--- src/rtl/sobel_window_filter.sv ---
// rtl/sobel_window_filter.sv - streaming 3x3 Sobel edge detector over a sliding column window
// Three-stage pipeline: window load, |Gx|/|Gy|, sum and threshold compare.
module sobel_window_filter #(
   parameter int rows_width    = 3,
   parameter int im_width      = 320,
   parameter int color_width   = 12,
   parameter int im_width_bits = 9
) (
   input  logic                              clk,
   input  logic                              rst,
   input  logic                              in_enable,
   input  logic [rows_width*color_width-1:0] in_data,
   input  logic [color_width+3:0]            threshold,
   output logic                              out_ready,
   output logic [color_width+3:0]            out_mag,
   output logic                              out_edge
);

   localparam int CW = color_width;
   localparam int MW = color_width + 4;
   localparam int AW = color_width + 3;

   // index 0 = top row, 2 = bottom row
   logic [CW-1:0]            win_l [3];
   logic [CW-1:0]            win_m [3];
   logic [CW-1:0]            win_r [3];
   logic [im_width_bits-1:0] col;
   logic                     s0_valid, s0_border;

   logic                     s1_valid, s1_border;
   logic [AW-1:0]            s1_abs_gx, s1_abs_gy;

   logic [MW-1:0]            col_sum_l, col_sum_r, row_sum_t, row_sum_b;
   logic [MW-1:0]            gx, gy, abs_gx, abs_gy, mag_sum;

   function automatic logic [MW-1:0] ext(input logic [CW-1:0] p);
      return {4'b0000, p};
   endfunction

   always_ff @(posedge clk) begin
      if (rst) begin
         for (int i = 0; i < 3; i++) begin
            win_l[i] <= '0;
            win_m[i] <= '0;
            win_r[i] <= '0;
         end
         col       <= '0;
         s0_valid  <= 1'b0;
         s0_border <= 1'b0;
      end else begin
         s0_valid <= in_enable;
         if (in_enable) begin
            for (int i = 0; i < 3; i++) begin
               win_l[i] <= win_m[i];
               win_m[i] <= win_r[i];
            end
            win_r[0]  <= in_data[CW-1:0];
            win_r[1]  <= in_data[2*CW-1:CW];
            win_r[2]  <= in_data[3*CW-1:2*CW];
            // the first two columns of a row have no complete left neighbourhood
            s0_border <= (col < im_width_bits'(2));
            if (col == im_width_bits'(im_width - 1))
               col <= '0;
            else
               col <= col + 1'b1;
         end
      end
   end

   always_comb begin
      col_sum_l = ext(win_l[0]) + (ext(win_l[1]) << 1) + ext(win_l[2]);
      col_sum_r = ext(win_r[0]) + (ext(win_r[1]) << 1) + ext(win_r[2]);
      row_sum_t = ext(win_l[0]) + (ext(win_m[0]) << 1) + ext(win_r[0]);
      row_sum_b = ext(win_l[2]) + (ext(win_m[2]) << 1) + ext(win_r[2]);
      gx        = col_sum_r - col_sum_l;
      gy        = row_sum_b - row_sum_t;
      abs_gx    = gx[MW-1] ? (~gx + 1'b1) : gx;
      abs_gy    = gy[MW-1] ? (~gy + 1'b1) : gy;
      mag_sum   = {1'b0, s1_abs_gx} + {1'b0, s1_abs_gy};
   end

   always_ff @(posedge clk) begin
      if (rst) begin
         s1_valid  <= 1'b0;
         s1_border <= 1'b0;
         s1_abs_gx <= '0;
         s1_abs_gy <= '0;
         out_ready <= 1'b0;
         out_mag   <= '0;
         out_edge  <= 1'b0;
      end else begin
         s1_valid  <= s0_valid;
         s1_border <= s0_border;
         s1_abs_gx <= abs_gx[AW-1:0];
         s1_abs_gy <= abs_gy[AW-1:0];
         out_ready <= s1_valid;
         out_mag   <= (s1_valid && !s1_border) ? mag_sum : '0;
         out_edge  <= s1_valid && !s1_border && (mag_sum >= threshold);
      end
   end

endmodule

--- config.mk ---
export PLATFORM = sky130hd
export DESIGN_NAME = sobel_window_filter
export DESIGN_NICKNAME = d
export VERILOG_FILES = /design/src/rtl/sobel_window_filter.sv
export SDC_FILE = /design/constraint.sdc
export NUM_CORES = 1
export LEC_CHECK = 0
export CORE_UTILIZATION = 60
export DETAILED_ROUTE_END_ITERATION = 10
export PLACE_DENSITY = 0.81
export SYNTH_ARGS = -nofsm -noshare
export SYNTH_HDL_FRONTEND = slang
export SYNTH_SLANG_ARGS = --single-unit
--- constraint.sdc ---
create_clock -name clk -period 8.4 [get_ports clk]
set_clock_uncertainty 0.2 [all_clocks]
set_input_delay 1.26 -clock clk [delete_from_list [all_inputs] [get_ports clk]]
set_output_delay 1.26 -clock clk [all_outputs]
set_load 0.01 [all_outputs]
## After elaboration in Yosys (flattened, before gate mapping)

Memories as Yosys holds them, arrays and structs flattened.
Cells that the tools add are included.

| word-level totals | value |
|---|---|
| output and inout port bits | 18 |
| logic and storage cells | 63 |
| flip-flop bits (word level) | 61 |
| memories | 3 |
| RAM bits | 108 |

| cells by class | value |
|---|---|
| $add $sub $neg | 14 |
| mux-type cells | 17 |
| eq/ne operators | 1 |
| bitwise operators | 12 |
| reduce and logical (&&, ||, !) cells | 4 |
| order comparisons | 2 |

Memory list:

| memory | words | bits a word | rd ports | clocked after Yosys merged registers in | write ports | line | source |
|---|---|---|---|---|---|---|---|
| win_l | 3 | 12 | 3 | 0 | 3 | 24 | `logic [CW-1:0] win_l [3];` |
| win_m | 3 | 12 | 3 | 0 | 3 | 25 | `logic [CW-1:0] win_m [3];` |
| win_r | 3 | 12 | 3 | 0 | 3 | 26 | `logic [CW-1:0] win_r [3];` |

Operators by type and width:

| operator | number |
|---|---|
| $mux W12 | 9 |
| $add A14 B12 Y15 | 4 |
| $add A12 B13 Y14 | 4 |
| $sub A15 B15 Y16 | 2 |
| $add A15 B1 Y15 const B | 2 |
| $mux W15 | 2 |
| $not A15 Y15 | 2 |
| $add A15 B15 Y16 | 1 |
| $ge A16 B16 Y1 | 1 |
| $add A9 B1 Y9 const B | 1 |
| $eq A9 B9 Y1 const B | 1 |
| $lt A9 B2 Y1 const B | 1 |
| $mux W9 | 1 |
| $or A1 B1 Y1 | 9 |
| $mux W1 | 5 |
| $logic_and A1 B1 Y1 | 2 |
| $reduce_or A2 Y1 | 1 |
| $logic_not A1 Y1 | 1 |
| $not A1 Y1 | 1 |

## Longest topological paths before layout

Gate-level depths: netlist (run 1).
An unclocked memory read counts as a cell.

| depth | value |
|---|---|
| word-level depth | 7 |
| mapped depth | 18 |
| gate-level depth less buffers | 17 |

## Least setup slack after synthesis (run 1)

No wires, ideal clock.

| path | value |
|---|---|
| kind | flip-flop to flip-flop |
| start point | memory win_r[0][2] (netlist bit) |
| end point | register s1_abs_gy[14] |
| cell stages (with the launch flop) | 15 |
| data required time | 8.121 ns |
| path slack | 3.812 ns |
| arrival | 4.308 ns |
| period minus slack after synthesis | 4.588 ns |
| buffers on the path | 0 |
| library setup time | 0.079 ns |
| cell sequence | edfxtp_1 -> inv_1 -> fa_1 -> fa_1 -> inv_1 -> fa_1 -> fa_1 -> nand2b_1 -> a21o_1 -> a311oi_2 -> nand4b_1 -> and4bb_1 -> nand3_1 -> or4b_1 -> a211oi_2 |

RTL lines:

| element | line | source |
|---|---|---|
| from (decl) | 26 |  |
| to (signal assigned) | 95 | `s1_abs_gy <= abs_gy[AW-1:0];` |
| to (decl) | 31 | `logic [AW-1:0] s1_abs_gx, s1_abs_gy;` |

==> results of run 1 <==
[kinds of logic (layout without fill, tap and decap cells)]
family / count (synthesis) / after routing / synth area share [%]
AO/OA/AOI/OAI: 147 / 147 / 9.06
buffers and inverters: 266 / 346 / 8.86
XOR/XNOR: 53 / 53 / 4.11
adder cells (fa/ha/maj): 161 / 161 / 24.1
AND/OR/NAND/NOR: 317 / 317 / 14.3
flip-flops: 169 / 169 / 39.5
[worst min-delay path by stage]
| stage | start | to | slack [ns] | cells past startpoint |
|---|---|---|---|---|
| 3_3_place_gp | s0_valid$_SDFF_PP0_ | s1_valid$_SDFF_PP0_ | 0.22 | 1 |
| 6_report | s0_valid$_SDFF_PP0_ | s1_valid$_SDFF_PP0_ | 0.25 | 1 |
| 5_1_grt | s0_valid$_SDFF_PP0_ | s1_valid$_SDFF_PP0_ | 0.26 | 1 |
| 4_1_cts | s0_valid$_SDFF_PP0_ | s1_valid$_SDFF_PP0_ | 0.26 | 1 |
| 2_1_floorplan | s0_valid$_SDFF_PP0_ | s1_valid$_SDFF_PP0_ | 0.21 | 1 |
| 3_5_place_dp | s0_valid$_SDFF_PP0_ | s1_valid$_SDFF_PP0_ | 0.25 | 1 |
[registers in the layout, indices dropped and copies added (netlist names)]
signal and count:
s0_border 1, win_r 36, s0_valid 1, out_edge 1
s1_valid 1, out_ready 1, s1_abs_gy 15, out_mag 16
s1_abs_gx 15, col 9, s1_border 1, win_m 36
win_l 36
[layer usage]
metal,GRT usage (%),share of wire [%],up-vias
met1,28.5,44,3563
met4,6.96,1.6,0
met5,0,0,-
met3,4.06,3.7,28
li1,-,-,3737
met2,41.6,51,160
[critical path, stage by stage, from the launching register on]
cell	delay, ns
sky130_fd_sc_hd__edfxtp_1	0.46
sky130_fd_sc_hd__fa_1	0.58
sky130_fd_sc_hd__inv_1	0.06
sky130_fd_sc_hd__fa_1	0.41
sky130_fd_sc_hd__fa_1	0.53
sky130_fd_sc_hd__inv_1	0.04
sky130_fd_sc_hd__ha_1	0.22
sky130_fd_sc_hd__inv_1	0.08
sky130_fd_sc_hd__fa_1	0.19
sky130_fd_sc_hd__nor2b_1	0.07
sky130_fd_sc_hd__o31ai_1	0.43
sky130_fd_sc_hd__a211oi_1	0.22
sky130_fd_sc_hd__o32ai_2	0.51
sky130_fd_sc_hd__o21bai_1	0.30
sky130_fd_sc_hd__or3_1	0.43
sky130_fd_sc_hd__a21oi_1	0.16
[placed cells by master, fill, tap and decap left out, types with 4 or more instances in the layout]
master,netlist,layout
sky130_fd_sc_hd__xor2_1,27,27
sky130_fd_sc_hd__xnor2_1,26,26
sky130_fd_sc_hd__edfxtp_1,108,108
sky130_fd_sc_hd__clkbuf_16,0,21
sky130_fd_sc_hd__a31oi_1,4,4
sky130_fd_sc_hd__o211ai_1,4,4
sky130_fd_sc_hd__fa_1,95,95
sky130_fd_sc_hd__nor2_1,119,119
sky130_fd_sc_hd__o21ai_0,28,28
sky130_fd_sc_hd__or3_1,5,5
sky130_fd_sc_hd__nand4_1,9,9
sky130_fd_sc_hd__ha_1,66,66
sky130_fd_sc_hd__dfxtp_1,61,61
sky130_fd_sc_hd__a21o_1,12,12
sky130_fd_sc_hd__and3b_1,12,12
sky130_fd_sc_hd__nand2_1,30,30
sky130_fd_sc_hd__nor2b_1,8,8
sky130_fd_sc_hd__and2_1,66,66
sky130_fd_sc_hd__nand3_1,20,20
sky130_fd_sc_hd__o21a_1,10,10
sky130_fd_sc_hd__inv_1,238,238
sky130_fd_sc_hd__nor3_1,18,18
sky130_fd_sc_hd__inv_6,0,4
sky130_fd_sc_hd__o31ai_1,6,6
sky130_fd_sc_hd__nor4_1,4,4
sky130_fd_sc_hd__nand2b_1,9,9
sky130_fd_sc_hd__o21bai_1,6,6
sky130_fd_sc_hd__o41ai_1,5,5
sky130_fd_sc_hd__a211oi_1,8,8
sky130_fd_sc_hd__a21oi_1,32,32
sky130_fd_sc_hd__and3_1,5,5
sky130_fd_sc_hd__buf_4,0,4
sky130_fd_sc_hd__clkdlybuf4s50_1,0,72
[metrics by stage]
stage	power (mW)	hold slack (ns)
2_1_floorplan	3.43	0.214
3_5_place_dp	4.02	0.247
4_1_cts	4.84	0.256
6_report	4.85	0.252
3_3_place_gp	3.93	0.223
5_1_grt	5.30	0.264
[power groups by stage]
stage                     Combinational (mW)  Sequential, mW  Clock, mW
after CTS                               3.00            1.04      0.802
after detailed placement                2.96            1.05          0
after floorplan                         2.38            1.05          0
final                                   3.02            1.04      0.790
after global placement                  2.88            1.05          0
after global routing                    3.42            1.05      0.833
[layout make-up]
class | instances | area, µm² | area share, %
tap | 229 | 287 | 2.23
clock inverter | 11 | 76.3 | 0.595
timing repair buffer | 76 | 751 | 5.85
multi-input combinational | 678 | 5830 | 45.5
inverter | 238 | 896 | 6.98
clock buffer | 21 | 526 | 4.10
sequential | 169 | 4460 | 34.8
==> flow_summary.html, run 1 <==
<table>
<tr><th>Metric</th><th>Value</th></tr>
<tr><th colspan="2">Timing</th></tr>
<tr><td>Worst slew pin tran</td><td>~1.0 ns</td></tr>
<tr><td>Time the final worst path needs with I/O delays and setup</td><td>4.97 ns</td></tr>
<tr><td>Peak clock frequency supported by timing</td><td>0.201 GHz</td></tr>
<tr><td>Final Cycle Share</td><td>59.1%</td></tr>
<tr><td>Number of pins exceeding their max-slew limit in the final report</td><td>0</td></tr>
<tr><td>Final setup slack of the worst path</td><td>3.43 ns</td></tr>
<tr><td>Summed negative setup slack over all endpoints</td><td>0 ns</td></tr>
<tr><td>Unrepaired setup endpoints after global routing</td><td>false</td></tr>
<tr><td>Worst-case headroom to the max-slew limit</td><td>30.1%</td></tr>
<tr><td>Final Setup Violations</td><td>0</td></tr>
<tr><td>Endpoints failing hold</td><td>0</td></tr>
<tr><th colspan="2">Logic synthesis</th></tr>
<tr><td>Most common cell in the synthesized netlist</td><td>sky130_fd_sc_hd__inv_1</td></tr>
<tr><td>Synthesized area</td><td>around 11000 µm²</td></tr>
<tr><td>Yosys reg bits</td><td>169</td></tr>
<tr><td>Syn Inst Count</td><td>1113</td></tr>
<tr><td>Number of warning messages in the yosys log</td><td>0</td></tr>
<tr><td>Most used standard cells in the synthesized netlist</td><td>sky130_fd_sc_hd__inv_1, sky130_fd_sc_hd__nor2_1, sky130_fd_sc_hd__edfxtp_1</td></tr>
<tr><td>Main flop type after synthesis</td><td>sky130_fd_sc_hd__edfxtp_1</td></tr>
<tr><td>Yosys top cell by area</td><td>sky130_fd_sc_hd__edfxtp_1</td></tr>
<tr><td>Share of the synthesized area in the top cell type</td><td>28.7%</td></tr>
<tr><td>Share of the yosys chip area belonging to registers</td><td>39.5%</td></tr>
<tr><td>Total nets after synthesis</td><td>1329</td></tr>
<tr><td>Syn avg cell area</td><td>10.2 µm²</td></tr>
<tr><td>Number of distinct library cells after synthesis</td><td>65</td></tr>
<tr><td>Area contributors post-synth</td><td>sky130_fd_sc_hd__edfxtp_1, sky130_fd_sc_hd__fa_1, sky130_fd_sc_hd__dfxtp_1</td></tr>
<tr><td>Async set-or-reset flop fraction in the synthesized netlist</td><td>0%</td></tr>
<tr><td>Number of enable-type register cells in the synthesized netlist</td><td>108</td></tr>
<tr><th colspan="2">Setup path</th></tr>
<tr><td>Beginning of the critical path</td><td>win_r[0][0]$_SDFFCE_PN0P_</td></tr>
<tr><td>Launch instance of the worst register-to-register path</td><td>win_r[0][0]$_SDFFCE_PN0P_</td></tr>
<tr><td>Critical path destination</td><td>s1_abs_gx[6]$_SDFF_PP0_</td></tr>
<tr><td>Element type at the critical path end</td><td>flip-flop</td></tr>
<tr><td>Terminus of the critical flop-to-flop path</td><td>s1_abs_gx[6]$_SDFF_PP0_</td></tr>
<tr><td>Max Fanout on Critical Path</td><td>8</td></tr>
<tr><td>Type of the setup path with the least slack</td><td>reg -&gt; reg</td></tr>
<tr><td>Required @ worst endpoint</td><td>8.55 ns</td></tr>
<tr><td>Type of origin of the critical path</td><td>flip-flop</td></tr>
<tr><td>Signal arrival time at the worst endpoint</td><td>5.12 ns</td></tr>
<tr><td>Reg2reg path depth</td><td>15</td></tr>
<tr><td>Worst-case register-to-register setup slack</td><td>3.43 ns</td></tr>
<tr><th colspan="2">Power and ir drop</th></tr>
<tr><td>Power per unit of standard cell area</td><td>approximately 380 nW/µm²</td></tr>
<tr><td>Worst VDD drop</td><td>0.275 mV</td></tr>
<tr><td>Net load switching power</td><td>approximately 2.2 mW</td></tr>
<tr><td>Fraction of power spent switching nets</td><td>44.5%</td></tr>
<tr><td>Static power due to leakage</td><td>5.74 nW</td></tr>
<tr><td>Fraction of power consumed by sequential logic</td><td>between 20% and 30%</td></tr>
<tr><td>Clock share of power</td><td>16.3%</td></tr>
<tr><td>Combinational share of power</td><td>62.3%</td></tr>
<tr><td>Internal power</td><td>2.69 mW</td></tr>
<tr><th colspan="2">Cells and area</th></tr>
<tr><td>Finished Layout Cells</td><td>1422</td></tr>
<tr><td>Final design area excluding fillers</td><td>roughly 13000 µm²</td></tr>
<tr><td>Number of fill cells</td><td>roughly 1300</td></tr>
<tr><td>Final #Nets</td><td>between 1000 and 1500</td></tr>
<tr><td>Antenna Diode Count</td><td>0</td></tr>
<tr><td>Area overhead of the layout relative to synthesis</td><td>13.6%</td></tr>
<tr><td>Fraction of the core area covered by cells at the end of the flow</td><td>a little over two thirds</td></tr>
<tr><td>Fraction of final layout cells sized beyond drive strength 1</td><td>4.02%</td></tr>
<tr><th colspan="2">Drt</th></tr>
<tr><td>Remaining antenna violation count after routing</td><td>0</td></tr>
<tr><td>Iteration-0 DRC count of the detailed router</td><td>448</td></tr>
<tr><td>Routed length per placed instance</td><td>14.5 µm</td></tr>
<tr><td>Via total after detailed routing</td><td>7488</td></tr>
<tr><td>Vias per cell</td><td>5.27</td></tr>
<tr><td>Drt drc</td><td>10</td></tr>
<tr><td>First-pass DRT Iterations</td><td>9</td></tr>
<tr><td>Final routed wirelength across all metal layers</td><td>between 20000 and 25000 µm</td></tr>
<tr><th colspan="2">Global route</th></tr>
<tr><td>Gr usage total</td><td>23.2%</td></tr>
<tr><td>First-pass GRT wire length</td><td>roughly 36000 µm</td></tr>
<tr><td>Vias in the first global route</td><td>7787</td></tr>
<tr><td>Overflow left after global routing</td><td>0</td></tr>
<tr><td>Antenna violations before repair</td><td>0</td></tr>
<tr><td>Maximum number of pins on one net before global-route repair</td><td>87</td></tr>
<tr><th colspan="2">CTS</th></tr>
<tr><td>Number of hold-repair buffers added at the cts stage</td><td>0</td></tr>
<tr><td>Number of buffers on the longest clock path</td><td>2</td></tr>
<tr><td>CTS H-tree depth</td><td>4</td></tr>
<tr><td>CTS tree</td><td>built</td></tr>
<tr><td>Clk root buf</td><td>sky130_fd_sc_hd__clkbuf_16</td></tr>
<tr><td>Clock-pin slew on the worst setup and hold paths</td><td>0.07 ns</td></tr>
<tr><td>Clock tree sinks</td><td>169</td></tr>
<tr><td># resized after CTS</td><td>0</td></tr>
<tr><td>Post-CTS Setup Bufs</td><td>0</td></tr>
<tr><td>Total clock buffers created by CTS</td><td>17</td></tr>
<tr><td>Clock Latency Late Sink</td><td>0.43 ns</td></tr>
<tr><th colspan="2">Floorplanning</th></tr>
<tr><td>DIE AREA</td><td>approximately 19000 µm²</td></tr>
<tr><td># IOs</td><td>73</td></tr>
<tr><td>Overall die height</td><td>139 µm</td></tr>
<tr><td>Die extent in x</td><td>139 µm</td></tr>
<tr><td>Initial Utilization</td><td>62.0%</td></tr>
<tr><td>Area of the core region</td><td>18200 µm²</td></tr>
<tr><td>FP Rows</td><td>49</td></tr>
<tr><th colspan="2">Placement</th></tr>
<tr><td>RD Place Congestion</td><td>0.855</td></tr>
<tr><td>HPWL after DPL</td><td>15100 µm</td></tr>
<tr><td>Count of input and output buffers</td><td>slightly above 70</td></tr>
<tr><td>DP Cell Count</td><td>1390</td></tr>
<tr><td>Placed Area</td><td>12200 µm²</td></tr>
<tr><td>Pre-CTS WS</td><td>between 3 and 4 ns</td></tr>
<tr><th colspan="2">Hold path</th></tr>
<tr><td>Hold/Removal Path Class</td><td>reg -&gt; reg</td></tr>
<tr><th colspan="2">Outcome</th></tr>
<tr><td>Violated checks</td><td>design-rule violations</td></tr>
<tr><td>Outcome</td><td>finished, violations left</td></tr>
<tr><th colspan="2">Run</th></tr>
<tr><td>Max-cap violation count</td><td>0</td></tr>
</table>
Note: power is estimated with default switching activity, not from simulation.
==> inputs of run 2 (changes only) <==
CORE_UTILIZATION = 55   (was 60)
PLACE_DENSITY = 0.78   (was 0.81)
clock period = 4.3 ns   (was 8.4 ns; I/O delays follow)
==> flow_summary.html, run 2 (synthesized netlist as in run 1, its figures left out) <==
<table>
<tr><th>Metric</th><th>Value</th></tr>
<tr><th colspan="2">Timing</th></tr>
<tr><td>Final Setup Violations</td><td>28 (+28)</td></tr>
<tr><td>Final setup slack of the worst path</td><td>-0.378 ns (-3.81 ns)</td></tr>
<tr><td>Worst slew pin tran</td><td>0.733 ns (-0.316 ns)</td></tr>
<tr><td>Number of pins exceeding their max-slew limit in the final report</td><td>0 (unchanged)</td></tr>
<tr><td>Time the final worst path needs with I/O delays and setup</td><td>4.68 ns (-0.290 ns)</td></tr>
<tr><td>Summed negative setup slack over all endpoints</td><td>-6.06 ns (-6.06 ns)</td></tr>
<tr><td>Unrepaired setup endpoints after global routing</td><td>true</td></tr>
<tr><td>Endpoints failing hold</td><td>0 (unchanged)</td></tr>
<tr><td>Worst-case headroom to the max-slew limit</td><td>51.1% (+21 points)</td></tr>
<tr><td>Peak clock frequency supported by timing</td><td>0.214 GHz (+6.2%)</td></tr>
<tr><td>Final Cycle Share</td><td>109% (+50 points)</td></tr>
<tr><th colspan="2">Setup path</th></tr>
<tr><td>Crit-path slowest cell</td><td>sky130_fd_sc_hd__or4b_4</td></tr>
<tr><td>Type of the setup path with the least slack</td><td>reg -&gt; reg</td></tr>
<tr><td>Most used cell along the critical path</td><td>sky130_fd_sc_hd__fa_1</td></tr>
<tr><td>Worst path bufs/invs</td><td>2 (-1)</td></tr>
<tr><td>Largest incremental delay on the critical path</td><td>0.55 ns (-0.03 ns)</td></tr>
<tr><td>Type of origin of the critical path</td><td>flip-flop</td></tr>
<tr><td>Signal arrival time at the worst endpoint</td><td>4.83 ns (-0.29 ns)</td></tr>
<tr><td>Kind of cell adding the most delay to the critical path</td><td>adder cells</td></tr>
<tr><td>Element type at the critical path end</td><td>flip-flop</td></tr>
<tr><td>Max Fanout on Critical Path</td><td>3 (-5)</td></tr>
<tr><td>Required @ worst endpoint</td><td>4.46 ns (-4.09 ns)</td></tr>
<tr><td>Sequence of cells on the critical path</td><td>fa_1, fa_1, inv_1, fa_1, inv_1, ha_1, a211o_1, a2111oi_4, or3_4, a311o_1, o311ai_4, or4b_4, a211oi_2</td></tr>
<tr><th colspan="2">CTS</th></tr>
<tr><td>Number of hold-repair buffers added at the cts stage</td><td>0 (unchanged)</td></tr>
<tr><td>CTS H-tree depth</td><td>4 (unchanged)</td></tr>
<tr><td>Clock Latency Late Sink</td><td>0.44 ns (about the same)</td></tr>
<tr><td>Clock-pin slew on the worst setup and hold paths</td><td>0.07 ns (about the same)</td></tr>
<tr><td>Clk root buf</td><td>sky130_fd_sc_hd__clkbuf_16</td></tr>
<tr><td>Number of buffers on the longest clock path</td><td>2 (unchanged)</td></tr>
<tr><td>Clock tree sinks</td><td>169 (unchanged)</td></tr>
<tr><td>Total clock buffers created by CTS</td><td>17 (unchanged)</td></tr>
<tr><td>CTS tree</td><td>built</td></tr>
<tr><th colspan="2">Placement</th></tr>
<tr><td>DP Cell Count</td><td>1528 (+9.9%)</td></tr>
<tr><td>HPWL after DPL</td><td>16400 µm (+8.5%)</td></tr>
<tr><td>Count of input and output buffers</td><td>72 (unchanged)</td></tr>
<tr><td>Placed Area</td><td>13100 µm² (+7.2%)</td></tr>
<tr><td>RD Place Congestion</td><td>0.830 (-2.9%)</td></tr>
<tr><th colspan="2">Global route</th></tr>
<tr><td>First-pass GRT wire length</td><td>38100 µm (+7.4%)</td></tr>
<tr><td>Vias in the first global route</td><td>8366 (+7.4%)</td></tr>
<tr><td>Gr usage total</td><td>22.5% (-0.69 points)</td></tr>
<tr><td>Overflow left after global routing</td><td>0 (unchanged)</td></tr>
<tr><td>Maximum number of pins on one net before global-route repair</td><td>68 (-22%)</td></tr>
<tr><td>Antenna violations before repair</td><td>0 (unchanged)</td></tr>
<tr><th colspan="2">Floorplanning</th></tr>
<tr><td>FP Rows</td><td>52 (+6.1%)</td></tr>
<tr><td>Initial Utilization</td><td>56.0% (-6.0 points)</td></tr>
<tr><td>Overall die height</td><td>145 µm (+4.4%)</td></tr>
<tr><td>DIE AREA</td><td>21100 µm² (+9.0%)</td></tr>
<tr><td># IOs</td><td>73 (unchanged)</td></tr>
<tr><td>Area of the core region</td><td>20200 µm² (+11%)</td></tr>
<tr><td>Die extent in x</td><td>145 µm (+4.4%)</td></tr>
<tr><th colspan="2">Cells and area</th></tr>
<tr><td>Area overhead of the layout relative to synthesis</td><td>27.0%</td></tr>
<tr><td>Final #Nets</td><td>1517 (+8.7%)</td></tr>
<tr><td>Largest registers in the final layout</td><td>win_l: 36 flops, win_m: 36 flops, win_r: 36 flops</td></tr>
<tr><td>Most frequent cells in the layout</td><td>sky130_fd_sc_hd__inv_1, sky130_fd_sc_hd__buf_4, sky130_fd_sc_hd__nor2_1, sky130_fd_sc_hd__edfxtp_1, sky130_fd_sc_hd__fa_1</td></tr>
<tr><td>Fraction of final layout cells sized beyond drive strength 1</td><td>20.1% (+16 points)</td></tr>
<tr><td>Fraction of the core area covered by cells at the end of the flow</td><td>71.1% (+0.67 points)</td></tr>
<tr><td>Finished Layout Cells</td><td>1584 (+11%)</td></tr>
<tr><td>Most common cell after layout, fill and taps aside</td><td>sky130_fd_sc_hd__inv_1</td></tr>
<tr><td>Antenna Diode Count</td><td>0 (unchanged)</td></tr>
<tr><td>Final design area excluding fillers</td><td>14300 µm² (+12%)</td></tr>
<tr><th colspan="2">Drt</th></tr>
<tr><td>Drt drc</td><td>0 (-10)</td></tr>
<tr><td>Routed length per placed instance</td><td>15.1 µm (+3.6%)</td></tr>
<tr><td>First-pass DRT Iterations</td><td>5 (-4)</td></tr>
<tr><td>Via total after detailed routing</td><td>8241 (+10%)</td></tr>
<tr><td>Vias per cell</td><td>5.20 (-1.2%)</td></tr>
<tr><td>Iteration-0 DRC count of the detailed router</td><td>352 (-21%)</td></tr>
<tr><td>Final routed wirelength across all metal layers</td><td>23900 µm (+15%)</td></tr>
<tr><td>Remaining antenna violation count after routing</td><td>0 (unchanged)</td></tr>
<tr><th colspan="2">Outcome</th></tr>
<tr><td>Outcome</td><td>finished, violations left</td></tr>
<tr><td>Violated checks</td><td>negative setup slack</td></tr>
<tr><th colspan="2">Hold path</th></tr>
<tr><td>Hold/Removal Path Class</td><td>reg -&gt; reg</td></tr>
<tr><th colspan="2">Run</th></tr>
<tr><td>Max-cap violation count</td><td>0 (unchanged)</td></tr>
</table>
-- run 2: final cells by class --
cell class                 instances  area [µm²]
clock buffer                      17         425
clock inverter                    15         149
fill                            1347        5820
inverter                         238         896
multi-input combinational        678        6380
sequential                       169        4460
tap                              270         338
timing repair buffer             197        1690
-- run 2: path summary, 6_finish.rpt --
kind                                                 start  cells after the start  slack [ns]                        to
worst min register to register         s0_valid$_SDFF_PP0_                      1        0.25       s1_valid$_SDFF_PP0_
worst max-delay path            win_r[0][26]$_SDFFCE_PN0P_                     13       -0.38  s1_abs_gy[14]$_SDFF_PP0_
worst min-delay path                   s0_valid$_SDFF_PP0_                      1        0.25       s1_valid$_SDFF_PP0_
worst max register to register  win_r[0][26]$_SDFFCE_PN0P_                     13       -0.38  s1_abs_gy[14]$_SDFF_PP0_
-- run 2: what timing repair did --
action | CTS | global route
endpoints found under the setup margin | 27 | 28
resized for setup | 71 | 40
pin swaps | 44 | 37
buffers inserted | 18 | 8
-- run 2: worst register-to-register path, cell delays in order, from the launching register on --
cell and delay, ns:
sky130_fd_sc_hd__edfxtp_1 0.41, sky130_fd_sc_hd__fa_1 0.51, sky130_fd_sc_hd__fa_1 0.51, sky130_fd_sc_hd__inv_1 0.05, sky130_fd_sc_hd__fa_1 0.53, sky130_fd_sc_hd__inv_1 0.05
sky130_fd_sc_hd__ha_1 0.26, sky130_fd_sc_hd__a211o_1 0.33, sky130_fd_sc_hd__a2111oi_4 0.43, sky130_fd_sc_hd__or3_4 0.20, sky130_fd_sc_hd__a311o_1 0.20, sky130_fd_sc_hd__o311ai_4 0.13
sky130_fd_sc_hd__or4b_4 0.55, sky130_fd_sc_hd__a211oi_2 0.23
-- run 2: through the flow --
step	setup slack (ns)	hold slack, ns
CTS	-0.332	0.241
detailed placement	-0.334	0.228
floorplan	-0.135	0.214
finish	-0.378	0.249
global route	-0.539	0.267
global placement	-0.198	0.219
-- run 2: layer usage --
metal,wire length [µm],vias to the layer above,global-route usage (%),part of all wire (%)
met4,677,0,9.21,2.8
met5,0,-,0,0
met2,12200,247,39.7,51
met1,10100,3955,27.8,42
met3,880,55,3.11,3.7
li1,-,3984,-,-
Power of run 2 is left out: the tool's default activity adds up to more than one toggle a clock period on the data nets, which glitch-free logic cannot reach.
